### config.mk
export PLATFORM = sky130hd
export DESIGN_NAME = pic_inta_master
export DESIGN_NICKNAME = d
export VERILOG_FILES = /design/src/rtl/pic_inta_master.sv
export SDC_FILE = /design/constraint.sdc
export NUM_CORES = 1
export LEC_CHECK = 0
export ABC_AREA = 0
export CAP_MARGIN = 0
export CORE_AREA = 2 2 68 70
export DETAILED_ROUTE_END_ITERATION = 10
export DIE_AREA = 0 0 70 72
export MAX_ROUTING_LAYER = met4
export PLACE_DENSITY_LB_ADDON = 0.15
export SLEW_MARGIN = 20
export SYNTH_ARGS = -nofsm -noshare
export SYNTH_HDL_FRONTEND = slang
export SYNTH_SLANG_ARGS = --single-unit
### constraint.sdc
create_clock -name clock -period 3.2 [get_ports clock]
set_input_delay 0.64 -clock clock [delete_from_list [all_inputs] [get_ports clock]]
set_output_delay 0.64 -clock clock [all_outputs]
set_load 0.01 [all_outputs]
### src/rtl/pic_inta_master.sv
// -----------------------------------------------------------------------------
// pic_inta_master
//
// CPU-side interrupt acknowledge sequencer for an 8259-style PIC. When the PIC
// raises INT, the block runs an 8086-style two-pulse INTA cycle. It captures
// the vector the PIC drives during the second pulse and waits a programmable
// service time. It then writes a non-specific EOI (OCW2) so the PIC can clear
// its in-service bit.
//
// Ports:
//   clock        : system clock, rising edge
//   reset_n      : asynchronous active-low reset
//   enable       : permits a new acknowledge sequence (sampled in IDLE only)
//   int_req      : INT from the PIC (sampled in IDLE only)
//   data_in[7:0] : PIC data bus, captured on the edge that ends INTA2
//   inta_n       : interrupt acknowledge, active low
//   cs_n, wr_n   : PIC chip select / write strobe for the EOI write, active low
//   a0           : PIC address line, always 0 (OCW2)
//   data_out[7:0]: write data, 0 whenever data_oe is low
//   data_oe      : data_out drive enable
//   vector[7:0]  : last captured vector, held until the next capture
//   vector_valid : one-cycle pulse in the first SERVICE cycle
//   eoi_done     : one-cycle pulse in the EOI recovery cycle
//   busy         : high whenever the sequencer is not idle
//   state_dbg    : current FSM state encoding
//
// Handshake: there is no valid/ready pair here. int_req/enable act as a
// level-sensitive request seen only in IDLE. Once taken, the sequence always
// runs to completion (including the EOI) unless reset_n is asserted.
// -----------------------------------------------------------------------------
module pic_inta_master #(
  parameter int         INTA_LOW_CYCLES = 2,
  parameter int         INTA_GAP_CYCLES = 2,
  parameter int         SERVICE_CYCLES  = 4,
  parameter logic [7:0] EOI_CMD         = 8'h20
) (
  input  logic       clock,
  input  logic       reset_n,
  input  logic       enable,
  input  logic       int_req,
  input  logic [7:0] data_in,
  output logic       inta_n,
  output logic       cs_n,
  output logic       wr_n,
  output logic       a0,
  output logic [7:0] data_out,
  output logic       data_oe,
  output logic [7:0] vector,
  output logic       vector_valid,
  output logic       eoi_done,
  output logic       busy,
  output logic [2:0] state_dbg
);

  typedef enum logic [2:0] {
    S_IDLE    = 3'd0,
    S_INTA1   = 3'd1,
    S_GAP     = 3'd2,
    S_INTA2   = 3'd3,
    S_SERVICE = 3'd4,
    S_EOI_WR  = 3'd5,
    S_EOI_REC = 3'd6
  } state_t;

  localparam int MAX_LG = (INTA_LOW_CYCLES > INTA_GAP_CYCLES) ? INTA_LOW_CYCLES : INTA_GAP_CYCLES;
  localparam int MAX_P  = (MAX_LG > SERVICE_CYCLES) ? MAX_LG : SERVICE_CYCLES;
  localparam int CW     = $clog2(MAX_P) + 1;

  // The shared counter is loaded with N-1 on state entry and the state
  // advances when it reaches zero, so each timed state lasts exactly N clocks.
  localparam logic [CW-1:0] LOW_LOAD = CW'(INTA_LOW_CYCLES - 1);
  localparam logic [CW-1:0] GAP_LOAD = CW'(INTA_GAP_CYCLES - 1);
  localparam logic [CW-1:0] SRV_LOAD = CW'(SERVICE_CYCLES - 1);
  localparam logic [CW-1:0] CNT_ONE  = CW'(1);

  state_t        state_q, state_d;
  logic [CW-1:0] cnt_q, cnt_d;
  logic [7:0]    vector_q, vector_d;
  logic          vector_valid_q, vector_valid_d;
  logic          inta_n_q, inta_n_d;
  logic          cs_n_q, cs_n_d;
  logic          wr_n_q, wr_n_d;
  logic [7:0]    data_out_q, data_out_d;
  logic          data_oe_q, data_oe_d;
  logic          eoi_done_q, eoi_done_d;
  logic          busy_q, busy_d;
  logic          cnt_zero;
  logic          eoi_wr_next;

  assign cnt_zero = (cnt_q == '0);

  always_comb begin
    state_d        = state_q;
    cnt_d          = cnt_q;
    vector_d       = vector_q;
    vector_valid_d = 1'b0;

    unique case (state_q)
      S_IDLE: begin
        if (enable && int_req) begin
          state_d = S_INTA1;
          cnt_d   = LOW_LOAD;
        end
      end
      S_INTA1: begin
        if (cnt_zero) begin
          state_d = S_GAP;
          cnt_d   = GAP_LOAD;
        end else begin
          cnt_d = cnt_q - CNT_ONE;
        end
      end
      S_GAP: begin
        if (cnt_zero) begin
          state_d = S_INTA2;
          cnt_d   = LOW_LOAD;
        end else begin
          cnt_d = cnt_q - CNT_ONE;
        end
      end
      S_INTA2: begin
        // Only the value present on the edge leaving INTA2 is taken.
        if (cnt_zero) begin
          state_d        = S_SERVICE;
          cnt_d          = SRV_LOAD;
          vector_d       = data_in;
          vector_valid_d = 1'b1;
        end else begin
          cnt_d = cnt_q - CNT_ONE;
        end
      end
      S_SERVICE: begin
        if (cnt_zero) begin
          state_d = S_EOI_WR;
          cnt_d   = '0;
        end else begin
          cnt_d = cnt_q - CNT_ONE;
        end
      end
      S_EOI_WR:  state_d = S_EOI_REC;
      S_EOI_REC: state_d = S_IDLE;
      default: begin
        state_d = S_IDLE;
        cnt_d   = '0;
      end
    endcase

    // Outputs are decoded from the next state and registered, so they line
    // up with the state they belong to without combinational glitches.
    eoi_wr_next = (state_d == S_EOI_WR);
    inta_n_d    = !((state_d == S_INTA1) || (state_d == S_INTA2));
    cs_n_d      = !eoi_wr_next;
    wr_n_d      = !eoi_wr_next;
    data_oe_d   = eoi_wr_next;
    data_out_d  = eoi_wr_next ? EOI_CMD : 8'h00;
    eoi_done_d  = (state_d == S_EOI_REC);
    busy_d      = (state_d != S_IDLE);
  end

  always_ff @(posedge clock or negedge reset_n) begin
    if (!reset_n) begin
      state_q        <= S_IDLE;
      cnt_q          <= '0;
      vector_q       <= 8'h00;
      vector_valid_q <= 1'b0;
      inta_n_q       <= 1'b1;
      cs_n_q         <= 1'b1;
      wr_n_q         <= 1'b1;
      data_out_q     <= 8'h00;
      data_oe_q      <= 1'b0;
      eoi_done_q     <= 1'b0;
      busy_q         <= 1'b0;
    end else begin
      state_q        <= state_d;
      cnt_q          <= cnt_d;
      vector_q       <= vector_d;
      vector_valid_q <= vector_valid_d;
      inta_n_q       <= inta_n_d;
      cs_n_q         <= cs_n_d;
      wr_n_q         <= wr_n_d;
      data_out_q     <= data_out_d;
      data_oe_q      <= data_oe_d;
      eoi_done_q     <= eoi_done_d;
      busy_q         <= busy_d;
    end
  end

  assign inta_n       = inta_n_q;
  assign cs_n         = cs_n_q;
  assign wr_n         = wr_n_q;
  assign a0           = 1'b0;
  assign data_out     = data_out_q;
  assign data_oe      = data_oe_q;
  assign vector       = vector_q;
  assign vector_valid = vector_valid_q;
  assign eoi_done     = eoi_done_q;
  assign busy         = busy_q;
  assign state_dbg    = state_q;

endmodule

Yosys cells after proc, flatten, opt, wreduce, memory -nomap -nowiden
Cells that the tools add are included.
{"block": "word_totals", "register_bits": 26}
{"block": "op_classes", "muxes": 14, "n_reduce_logical": 11, "bitwise_logic": 1, "n_eq_ne": 11, "n_addsub": 1}
{"cell": "$mux W3", "n": 9}
{"cell": "$pmux W3 S6", "n": 1}
{"cell": "$eq A3 B3 Y1 const B", "n": 5}
{"cell": "$pmux W3 S5", "n": 1}
{"cell": "$eq A3 B2 Y1 const B", "n": 3}
{"cell": "$eq A3 B1 Y1 const B", "n": 2}
{"cell": "$logic_not A3 Y1", "n": 2}
{"cell": "$mux W6", "n": 1}
{"cell": "$reduce_and A2 Y1", "n": 2}
{"cell": "$reduce_or A2 Y1", "n": 2}
{"cell": "$reduce_bool A3 Y1", "n": 1}
{"cell": "$sub A3 B1 Y3 const B", "n": 1}
{"cell": "$logic_not A1 Y1", "n": 2}
{"cell": "$mux W1", "n": 2}
{"cell": "$ne A2 B2 Y1 const B", "n": 1}
{"cell": "$logic_and A1 B1 Y1", "n": 1}
{"cell": "$logic_or A1 B1 Y1", "n": 1}
{"cell": "$not A1 Y1", "n": 1}

Logic depth before layout (Yosys ltp)
{"block": "depth", "word_depth": 6, "depth_mapped": 5}

Worst setup path after synthesis
Ideal clock, no wire load.
{"block": "synth_timing", "path_kind": "reg-to-reg", "start": "register cnt_q[0]", "end": "register vector_q[0] (netlist: vector[0])", "synth_period_minus_slack_ns": 1.538, "setup_time_ns": 0.125, "path_slack_ns": 1.662, "arrival_time_ns": 1.413, "t_required_ns": 3.075, "path_buffers": 1, "stages_incl_launch_ff": 5, "path_cell_list": "dfrtp_1 > nor3_4 > and4_4 > buf_12 > mux2_4"}
{"block": "synth_via", "elab_chain_cells": 2}
{"item": "start: declaration", "line_no": "77", "source": "logic [CW-1:0] cnt_q, cnt_d;"}
{"item": "start signal: assignment", "line_no": "175", "source": "cnt_q <= cnt_d;"}
{"item": "$logic_not A3 Y1", "line_no": "90", "source": "assign cnt_zero = (cnt_q == '0);"}
{"item": "$reduce_and A2 Y1 (no source line)"}
{"item": "end signal: assignment", "line_no": "176", "source": "vector_q <= vector_d;"}
{"item": "end: declaration", "line_no": "78", "source": "logic [7:0] vector_q, vector_d;"}
No other way between the ends.
A chain may end at the register's enable or synchronous reset.

Worst setup path in the final report
{"block": "layout_timing", "start": "register state_q[2] (netlist: state_dbg[2])", "end": "output port state_dbg[2]"}
{"item": "start: declaration", "line_no": "76", "source": "state_t state_q, state_d;"}
{"item": "start signal: assignment", "line_no": "174", "source": "state_q <= state_d;"}
{"item": "end: declaration", "line_no": "52", "source": "output logic [2:0] state_dbg"}
No word-level cell between the ends.

==> run metrics <==
Layout Utilization=32.4%; r2r setup slk=1480 ps; Leak=0.594 nW; most common cell in the netlist=dfrtp_1; CTS tree=done; Reg area=503 µm²; hold slack final=512 ps; # port buffers=30; initial antenna violation count=0; critical path's largest stage delay=680 ps; Tmin final=2230 ps; number of synthesized flops with an enable pin=0; # setup viols final=0; Ports=39; CP arrival=1590 ps; vias in the first global route=636; CP required=2560 ps; Die Span Y=72 µm; Initial Utilization=24.1%; Hold Path Stages=1; yosys warns=0; Syn Area/Cell=11.7 µm²; reg2reg path depth=3; Worst-Margin Slew=913 ps; reg2reg end=vector[5]$_DFFE_PN0P_; Final Max Slew Viols=0; TritonCTS buffer count=3; critical-path cell with the highest stage delay=dfrtp_1; total gr overflow=0; H-tree depth=1; core area=4260 µm²; Worst Skew=2.06 ps; Clock Latency Late Sink=260 ps; Clock Tree Root=clkbuf_8; Worst slew margin=38.9%; part of the cycle the worst path needs=69.8%; CP bufs+invs=1; worst path cell trace=clkdlybuf4s50_1; Seq/Total Area, Yosys=48.8%; Synth Flop Type=dfrtp_1; P&R area growth vs syn=34.0%; largest family of logic cells by synthesized area=compound AO/OA/AOI/OAI gates; CP startpoint kind=register; Commonest cells post-synth=dfrtp_1 (18), buf_4 (10), mux2_4 (8); DR iter-0 viols=45; post-synthesis mux area share=11.7%; Final Hold Viols=0; first-pass GRT wire length=3.33 mm; Hold Path Origin=vector[1]$_DFFE_PN0P_; Synth Area in Compound Gates=15.4%; # Post-CTS Setup Buffers=0; Power Internal=0.916 mW; status=finished clean; Worst-path clk slew=70 ps; GPL Wtd Cong=0.803; Setup Crit Path Kind=register to output port; asr flop ratio synth=100%; Cells after Synth=88; largest net degree at the start of global routing=21; # resized after CTS=0; nets=127; DRT antenna net count=0; first-pass iteration count of the detailed router=4; HPWL Detailed=1.56 mm; synthesized area=1030 µm²; critical register-to-register path startpoint=cnt_q[0]$_DFFE_PN0P_; Peak Freq=0.448 GHz; die width=70 µm; Synth Area in XOR/XNOR=0%; pwr dens=1000 nW/µm²; hold bufs inserted after CTS=0; WL final=2.16 mm; clock tree sinks=20; Worst VDD drop=0.325 mV; # rows=24; Multi-input gate area=429 µm²; placed cell count=162; die area=5040 µm²; top cells by area, synth=dfrtp_1 (44%), mux2_4 (12%), buf_4 (7.3%); Layout fillers=429; dpl cell area=1310 µm²; Clk pwr share=18.1%; final worst setup slack=967 ps; Netlist cell types=33; simple-gate share of the synthesized area=11.7%; largest delay contributor family on the critical path=flip-flops; Max Cap Viol=0; post-synthesis adder-cell area fraction=0%; Setup TNS=0 ps; Diodes inserted=0; Yosys top cell by area=dfrtp_1; CTS Buffer Depth=2; GR Util All Layers=8.67%; vias per inst=4.51; final instance area=1380 µm²; Place WS=1150 ps; DRC Markers=0; crit path max fanout=20; total power=1.39 mW; routed wire length per instance=13.0 µm; Sw Ratio=33.8%; share of cells above drive strength 1=15.8%; Seq pwr share=35.5%; Synth top area share=43.7%; routed vias=749; Min-Delay Path Class=register to register; Layout Cells excl Fill=166; #FFs+latches synth=20; Net Sw Power=0.469 mW; WHS Endpoint=vector[1]$_DFFE_PN0P_; combinational power share=46.4%; RSZ-0062 raised after global routing=false; crit path capture type=output port
==> sequential cells by signal, summed over array words and instances, names as in the netlist <==
| name | count |
|---|---|
| busy | 1 |
| cnt_q | 3 |
| data_out | 1 |
| eoi_done | 1 |
| inta_n | 1 |
| state_dbg | 3 |
| vector | 8 |
| vector_valid | 1 |
| wr_n | 1 |
==> layer usage <==
metal,global-route usage [%],share of wire [%],wire length (µm),vias to the layer above
li1,-,-,-,349
met3,2.92,9.9,214,2
met5,-,0,0,-
met2,12.7,44,953,51
met1,11.7,45,981,347
met4,1.92,0.56,12,0
==> worst max-delay path by stage <==
stage	end	slack, ps	start	depth (start not counted)
4_1_cts	state_dbg[2]	950	state_dbg[2]$_DFF_PN0_	1
3_3_place_gp	cnt_q[1]$_DFFE_PN0P_	1240	enable	4
2_1_floorplan	vector[0]$_DFFE_PN0P_	1660	cnt_q[0]$_DFFE_PN0P_	4
3_5_place_dp	cnt_q[1]$_DFFE_PN0P_	1150	enable	4
6_report	state_dbg[2]	970	state_dbg[2]$_DFF_PN0_	1
5_1_grt	state_dbg[2]	870	state_dbg[2]$_DFF_PN0_	1
==> final cells by class <==
class	instances	area share (%)
well taps	52	4.71
clock inverters	1	2.18
multi-input cells	57	31.1
clock buffers	3	2.99
flip-flops and latches	20	36.4
inverters	3	0.816
repair buffers	30	21.8
==> power by group through the flow <==
stage | combinational (mW) | sequential, mW | clock, mW
floorplan | 0.417 | 0.479 | 0
global placement | 0.643 | 0.494 | 0
detailed placement | 0.645 | 0.497 | 0
CTS | 0.648 | 0.491 | 0.261
global route | 0.699 | 0.514 | 0.271
finish | 0.643 | 0.492 | 0.251
==> cells by family after synthesis <==
kind of cell / after synthesis
AOI/OAI and AO/OA: 23
muxes: 8
DFF: 20
and+or+nand+nor: 18
buffers and inverters: 18
other: 1
==> layout by cell type (no fill, tap or decap), types with 2 or more instances in the layout <==
cell type        count
a21oi_1              4
a221oi_1             2
a32o_1               2
and3b_1              3
clkbuf_8             3
clkdlybuf4s50_1     30
conb_1               8
dfrtp_1             18
dfstp_2              2
inv_1                3
mux2_4               8
nand2_1              4
nand2b_1             2
nor2_1               2
o21ai_0              4
o22ai_1              2
or2_1                2
(Power assumes the default switching activity.)
